$ cat config.mk
export PLATFORM = sky130hd
export DESIGN_NAME = pipe_skid_stage
export DESIGN_NICKNAME = d
export VERILOG_FILES = /design/src/rtl/pipe_pkg.sv /design/src/rtl/sat_counter.sv /design/src/rtl/pipe_skid_stage.sv
export SDC_FILE = /design/constraint.sdc
export NUM_CORES = 1
export LEC_CHECK = 0
export CAP_MARGIN = 20
export CORE_ASPECT_RATIO = 0.5
export CORE_MARGIN = 8
export CORE_UTILIZATION = 52
export DETAILED_ROUTE_END_ITERATION = 7
export HOLD_SLACK_MARGIN = 0.12
export PLACE_DENSITY = 0.86
export SETUP_SLACK_MARGIN = 0.4
export SLEW_MARGIN = 0
export SYNTH_ARGS = -nofsm -noshare
export SYNTH_HDL_FRONTEND = slang
export SYNTH_SLANG_ARGS = --single-unit
$ cat constraint.sdc
create_clock -name clk -period 10.8 [get_ports clk]
set_input_delay 2.16 -clock clk [delete_from_list [all_inputs] [get_ports clk]]
set_output_delay 2.16 -clock clk [all_outputs]
set_load 0.03 [all_outputs]
$ cat src/rtl/pipe_pkg.sv
// Shared types and defaults for elastic pipeline stages.
package pipe_pkg;

  typedef enum logic [1:0] {
    EMPTY = 2'b00,
    BUSY  = 2'b01,
    FULL  = 2'b10
  } pipe_state_e;

  localparam int PIPE_DATA_W_DEFAULT = 64;

endpackage

$ cat src/rtl/sat_counter.sv
// Saturating up-counter; sticks at all-ones, cleared only by async reset.
module sat_counter #(
  parameter int W = 32
) (
  input  logic         clk,
  input  logic         reset,
  input  logic         inc,
  output logic [W-1:0] count
);

  function automatic logic [W-1:0] sat_inc(input logic [W-1:0] v);
    if (&v) return v;
    return v + {{(W-1){1'b0}}, 1'b1};
  endfunction

  always_ff @(posedge clk or posedge reset) begin
    if (reset)    count <= '0;
    else if (inc) count <= sat_inc(count);
  end

endmodule

$ cat src/rtl/pipe_skid_stage.sv
// Elastic pipeline register with one-entry skid buffer, registered ready and flush.
// Optional perf counters enabled by defining PIPE_STAGE_PERF_EN.
module pipe_skid_stage
  import pipe_pkg::*;
#(
  parameter int                 DATA_W     = PIPE_DATA_W_DEFAULT,
  parameter logic [DATA_W-1:0]  RESET_DATA = '0,
  parameter int                 CNT_W      = 32
) (
  input  logic              clk,
  input  logic              reset,
  input  logic              flush,
  input  logic              in_valid,
  output logic              in_ready,
  input  logic [DATA_W-1:0] in_data,
  output logic              out_valid,
  input  logic              out_ready,
  output logic [DATA_W-1:0] out_data,
  output logic [CNT_W-1:0]  stall_cycles,
  output logic [CNT_W-1:0]  bubble_cycles
);

  pipe_state_e       state_p1, state_d;
  logic [DATA_W-1:0] main_p1, main_d;
  logic [DATA_W-1:0] skid_p1, skid_d;
  logic              rdy_p1;
  logic              in_xfer, out_xfer;

  assign in_xfer  = in_valid & rdy_p1;
  assign out_xfer = out_valid & out_ready;

  always_comb begin
    state_d = state_p1;
    main_d  = main_p1;
    skid_d  = skid_p1;
    case (state_p1)
      EMPTY: begin
        if (in_xfer) begin
          main_d  = in_data;
          state_d = BUSY;
        end
      end
      BUSY: begin
        case ({in_xfer, out_xfer})
          2'b11: main_d = in_data;
          2'b10: begin
            skid_d  = in_data;
            state_d = FULL;
          end
          2'b01: begin
            main_d  = RESET_DATA;
            state_d = EMPTY;
          end
          default: ;
        endcase
      end
      FULL: begin
        if (out_xfer) begin
          main_d  = skid_p1;
          skid_d  = RESET_DATA;
          state_d = BUSY;
        end
      end
      default: begin
        main_d  = RESET_DATA;
        skid_d  = RESET_DATA;
        state_d = EMPTY;
      end
    endcase
    // Squash wins over everything; an accepted input this cycle is dropped.
    if (flush) begin
      main_d  = RESET_DATA;
      skid_d  = RESET_DATA;
      state_d = EMPTY;
    end
  end

  // Stage p1: state, main/skid payload and registered ready
  always_ff @(posedge clk or posedge reset) begin
    if (reset) begin
      state_p1 <= EMPTY;
      main_p1  <= RESET_DATA;
      skid_p1  <= RESET_DATA;
      rdy_p1   <= 1'b1;
    end else begin
      state_p1 <= state_d;
      main_p1  <= main_d;
      skid_p1  <= skid_d;
      rdy_p1   <= (state_d != FULL);
    end
  end

  assign in_ready  = rdy_p1;
  assign out_valid = (state_p1 != EMPTY);
  assign out_data  = main_p1;

`ifdef PIPE_STAGE_PERF_EN
  sat_counter #(.W(CNT_W)) u_stall_cnt (
    .clk   (clk),
    .reset (reset),
    .inc   (out_valid & ~out_ready),
    .count (stall_cycles)
  );

  sat_counter #(.W(CNT_W)) u_bubble_cnt (
    .clk   (clk),
    .reset (reset),
    .inc   (~out_valid),
    .count (bubble_cycles)
  );
`else
  assign stall_cycles  = '0;
  assign bubble_cycles = '0;
`endif

endmodule
# Word level (Yosys, flattened, before mapping)
# Index checks and enable logic that the tools add are counted.
[op_classes]
n_eq_ne = 11
muxes = 14
bitwise_logic = 2
n_reduce_logical = 4
[op_table]
columns = ["operator", "count"]
rows = [
  ["64-bit 2-to-1 mux", 6],
  ["64-bit one-hot mux with 3 select lines", 2],
  ["64-bit one-hot mux with 2 select lines", 1],
  ["3-bit inequality test, second input constant", 3],
  ["2-bit == test, second input constant", 3],
  ["2-bit 2-to-1 mux", 3],
  ["2-bit one-hot mux with 3 select lines", 1],
  ["3-bit AND reduction", 2],
  ["2-bit by 1-bit == test with 1-bit output, second input constant", 2],
  ["2-bit inequality test, second input constant", 2],
  ["4-bit by 2-bit inequality test with 1-bit output, second input constant", 1],
  ["2-bit one-hot mux with 2 select lines", 1],
  ["1-bit AND", 2],
  ["2-bit zero test", 1],
  ["2-bit nonzero test", 1],
]
[totals]
ff_bits = 131
in_bits = 69
output_inout_bits = 130
wordCells = 35

# Logic depth before layout (Yosys ltp)
[depth]
ltp_word = 7
ltp_mapped = 8

# Worst setup path before layout
# No wires, ideal clock.
[synth_path]
path_type = "input-to-reg"
start = "input port out_ready"
end = "register skid_p1[24]"
setup_time_ns = 0.132
arrival_ns = 3.136
required_ns = 10.668
path_slack_ns = 7.532
stages = 6
path_cell_list = "buf_4 > and3b_1 > o22ai_1 > buf_4 > clkbuf_1 > o21ai_1"
[synth_via]
elab_chain_len = 4
word_cells_on_any_way = 5
classes_between = "eq/ne: 3; bitwise: 1; reduce/logical: 1"
[synth_lines]
columns = ["element", "line", "source"]
rows = [
  ["start, declared", "pipe_skid_stage.sv:17", "input logic out_ready,"],
  ["1-bit AND (*)", "pipe_skid_stage.sv:30", "assign out_xfer = out_valid & out_ready;"],
  ["2-bit == test", "pipe_skid_stage.sv:44", "case ({in_xfer, out_xfer})"],
  ["3-bit inequality test (no source line)", "-", ""],
  ["3-bit AND reduction (no source line) (*)", "-", ""],
  ["end signal, assigned", "pipe_skid_stage.sv:88", "skid_p1 <= skid_d;"],
  ["end, declared", "pipe_skid_stage.sv:25", "logic [DATA_W-1:0] skid_p1, skid_d;"],
]
# Every way passes the cells marked *; elsewhere a longest branch is shown, timed or not.
# A chain may end at the register's enable or synchronous reset.

# Final worst setup path
[layout_path]
start = "register state_p1[1]"
end = "output port out_valid"
[layout_via]
elab_chain_len = 1
[layout_lines]
columns = ["element", "line", "source"]
rows = [
  ["start, declared", "pipe_skid_stage.sv:23", "pipe_state_e state_p1, state_d;"],
  ["start signal, assigned", "pipe_skid_stage.sv:86", "state_p1 <= state_d;"],
  ["2-bit nonzero test", "pipe_skid_stage.sv:94", "assign out_valid = (state_p1 != EMPTY);"],
  ["end, declared", "pipe_skid_stage.sv:16", "output logic out_valid,"],
]
# No other way between the ends.

==> reports/qor.csv <==
stage;metric;value;unit
sta;finalCritPeriodShare;42.57;%
floorplanning;io_pins;199;
final_layout;antenna_cells;0;
global_route;antenna_found_initial;0;
sta;slew_viol_final;0;
synth;syn_avg_cell_area;9.712;um^2
setup_path;slowest_stage;dfrtp_4;
final_layout;stdcell_count;1013;
sta;setup_viol;0;
synth;synthCells;731;
route;vias_per_cell;5.570;
power_and_ir_drop;p_leak;3.657;nW
synth;synthTopCellsByArea;dfrtp_1 46%, mux2_2 10%, buf_4 7.3%;
floorplanning;fp.coreArea;13440;um^2
clocking;cts.repair.resized;0;
floorplanning;std_cell_rows;30;
setup_path;cp-start-kind;flip-flop;
setup_path;worstPathRequired;8.64;ns
sta;rsz0062_at_grt;no;
setup_path;crit_path_end_kind;output port;
placement;place_ws;5.536;ns
setup_path;slowest_delay;1.10;ns
global_route;grt_use_total;20.06;%
global_route;grt_overflow_total;0;
route;drtAntennaViolNets;0;
sta;hold-worst-slack;0.5121;ns
route;drt-total-wl;18.10;mm
setup_path;cp.arrival;2.44;ns
synth;yosysWarningCount;0;
global_route;grt_pass1_vias;5863;
route;avgRoutedWirePerCell;17.86;um
clocking;insertion_delay;0.41;ns
sta;layout_min_cycle_time;4.598;ns
setup_path;cp_num_cells;2;
setup_path;r2r-start;state_p1[1];
clocking;cts_root_buf;clkbuf_16;
synth;synth_top_area_share;45.82;%
synth;ys_types;36;
route;drt_iter0_markers;434;
clocking;clk_path_buf_depth;2;
global_route;grt_start_max_net_pins;85;
setup_path;critical-path-top-delay-family;flip-flops;
final_layout;num-fill-cells;1022;
sta;fmax;217.5;MHz
setup_path;rr_endpoint;out_data[27];
setup_path;cp-startpoint;state_p1[1];
synth;ys_seq_elements;131;
setup_path;reg2reg_depth;5;
clocking;cts_setup_buffers;0;
placement;finalWeightedCongestion;0.7464;
floorplanning;die_w;181.2;um
setup_path;critical_path.cell_chain;or2_2 > clkdlybuf4s50_1;
floorplanning;fp.dieH;98.62;um
sta;clock_skew;0.009906;ns
clocking;cts.sinks;131;
synth;yosysTopAreaCell;dfrtp_1;
outcome;status;complete, no violations;
synth;ys_seq_area_share;46.19;%
route;num_vias;5642;
clocking;cts_tree;yes;
clocking;numCtsBuffers;17;
clocking;path_clk_slew;0.05;ns
placement;dp_cells;982;
final_layout;layout_commonest_cell;clkdlybuf4s50_1;
power_and_ir_drop;ir_drop;0.00009570;V
route;drcViolationCount;0;
setup_path;r2r_setup_slack;7.86;ns
placement;placed_area;8162;um^2
setup_path;cp_num_buf_inv;1;
floorplanning;initial_core_util;52.83;%
setup_path;path_max_fanout;74;
clocking;postCtsHoldBufs;0;
placement;hpwlAfterDp;11.37;mm
final_layout;design_area;8765;um^2
sta;hold_viol_final;0;
final_layout;nets;896;
power_and_ir_drop;power_density;169.3;nW/um^2
sta;finalWorstSetupSlack;6.202;ns
final_layout;drive_gt1_share;13.38;%
hold_path;hold_class;flip-flop to flip-flop;
route;firstDrtPassIters;5;
setup_path;endpoint;out_valid;
sta;tightest_slew;1.022;ns
final_layout;final_cell_mix;133 x clkdlybuf4s50_1, 129 x dfrtp_1, 66 x nand2_1;
floorplanning;fp.dieArea;17870;um^2
sta;maxSlewHeadroom;31.89;%
flow_run;cap_viol_max_count;0;
placement;io_buffers;134;
synth;syn_area;7099;um^2
final_layout;area_growth;23.46;%
clocking;htreeDepth;4;
setup_path;worstSetupPathType;flip-flop to output port;
sta;fin_tns_setup;0;ns
global_route;grt_pass1_wl;29.87;mm
per-layer routing:
metal,wire (um),track usage [%]
met1,7716,24.53
met2,8942,33.71
met3,1128,5.396
met4,309,7.514
met5,0,0
worst min-delay path, stage by stage (launching register included):
cell      delay, ns
dfrtp_1        0.34
nand3b_1       0.07
o21ai_0        0.06
flip-flops by register name, summed over array words and instances, names as in the netlist:
signal / count
out_data: 64
skid_p1: 64
in_ready: 1
state_p1: 2
synthesized netlist by cell type:
cell        n
nor2b_1     1
o21ai_0    48
clkbuf_2    1
dfstp_2     1
buf_1       2
nor2_1     65
buf_6       4
a22oi_1    63
nor3b_2     1
nand2_1    66
nor2_2      1
mux2_2     64
inv_1       1
nand4b_1    1
inv_2       1
a211o_1     1
o21ai_1    16
and3b_1     1
nand2b_1    1
clkbuf_1   22
o22a_1      1
buf_8       4
mux2i_1     1
buf_4      69
nor4b_1     1
a21boi_2    1
a22oi_2     1
buf_2      27
a21oi_1    65
dfrtp_1   130
o21a_1      1
conb_1      1
o22ai_1     1
or2_2       1
nand3b_1   65
a211oi_1    1
through the flow:
step	power [mW]	utilization, %
after floorplan	0.8121	-
after global placement	0.9254	60.53
after detailed placement	0.9368	60.74
after CTS	1.489	64.93
after global routing	1.547	65.22
final	1.484	65.22
worst min-delay path by stage:
stage                           start     endpoint  slack (ns)  cells after the start
final                     skid_p1[55]  skid_p1[55]        0.51                      2
after global routing       skid_p1[5]   skid_p1[5]        0.53                      2
after CTS                 skid_p1[15]  skid_p1[15]        0.51                      2
after detailed placement  skid_p1[15]  skid_p1[15]        0.50                      2
after global placement     skid_p1[6]   skid_p1[6]        0.49                      2
after floorplan           skid_p1[16]  skid_p1[16]        0.47                      2
area by class of cell:
class,instances,area (um^2),area share (%)
clock buffer,25,515.5,5.882
clock inverter,4,47.55,0.5425
inverter,2,10.01,0.1142
multi-input combinational,532,3239,36.96
sequential,131,3283,37.46
tap,176,220.2,2.512
timing repair buffer,143,1449,16.53
power by group:
group / internal (mW) / switching, mW
Clock: 0.349 / 0.204
Combinational: 0.142 / 0.225
Sequential: 0.535 / 0.0292
Total: 1.03 / 0.458
logic make-up after synthesis:
group | Yosys count | synth area share, %
other | 1 | 0.05282
multiplexers | 65 | 10.29
buffers and inverters | 131 | 12.13
AND/OR/NAND/NOR | 204 | 14.70
flip-flops | 131 | 46.19
AO/OA/AOI/OAI | 199 | 16.64
Power figures use the tool's default switching activity.
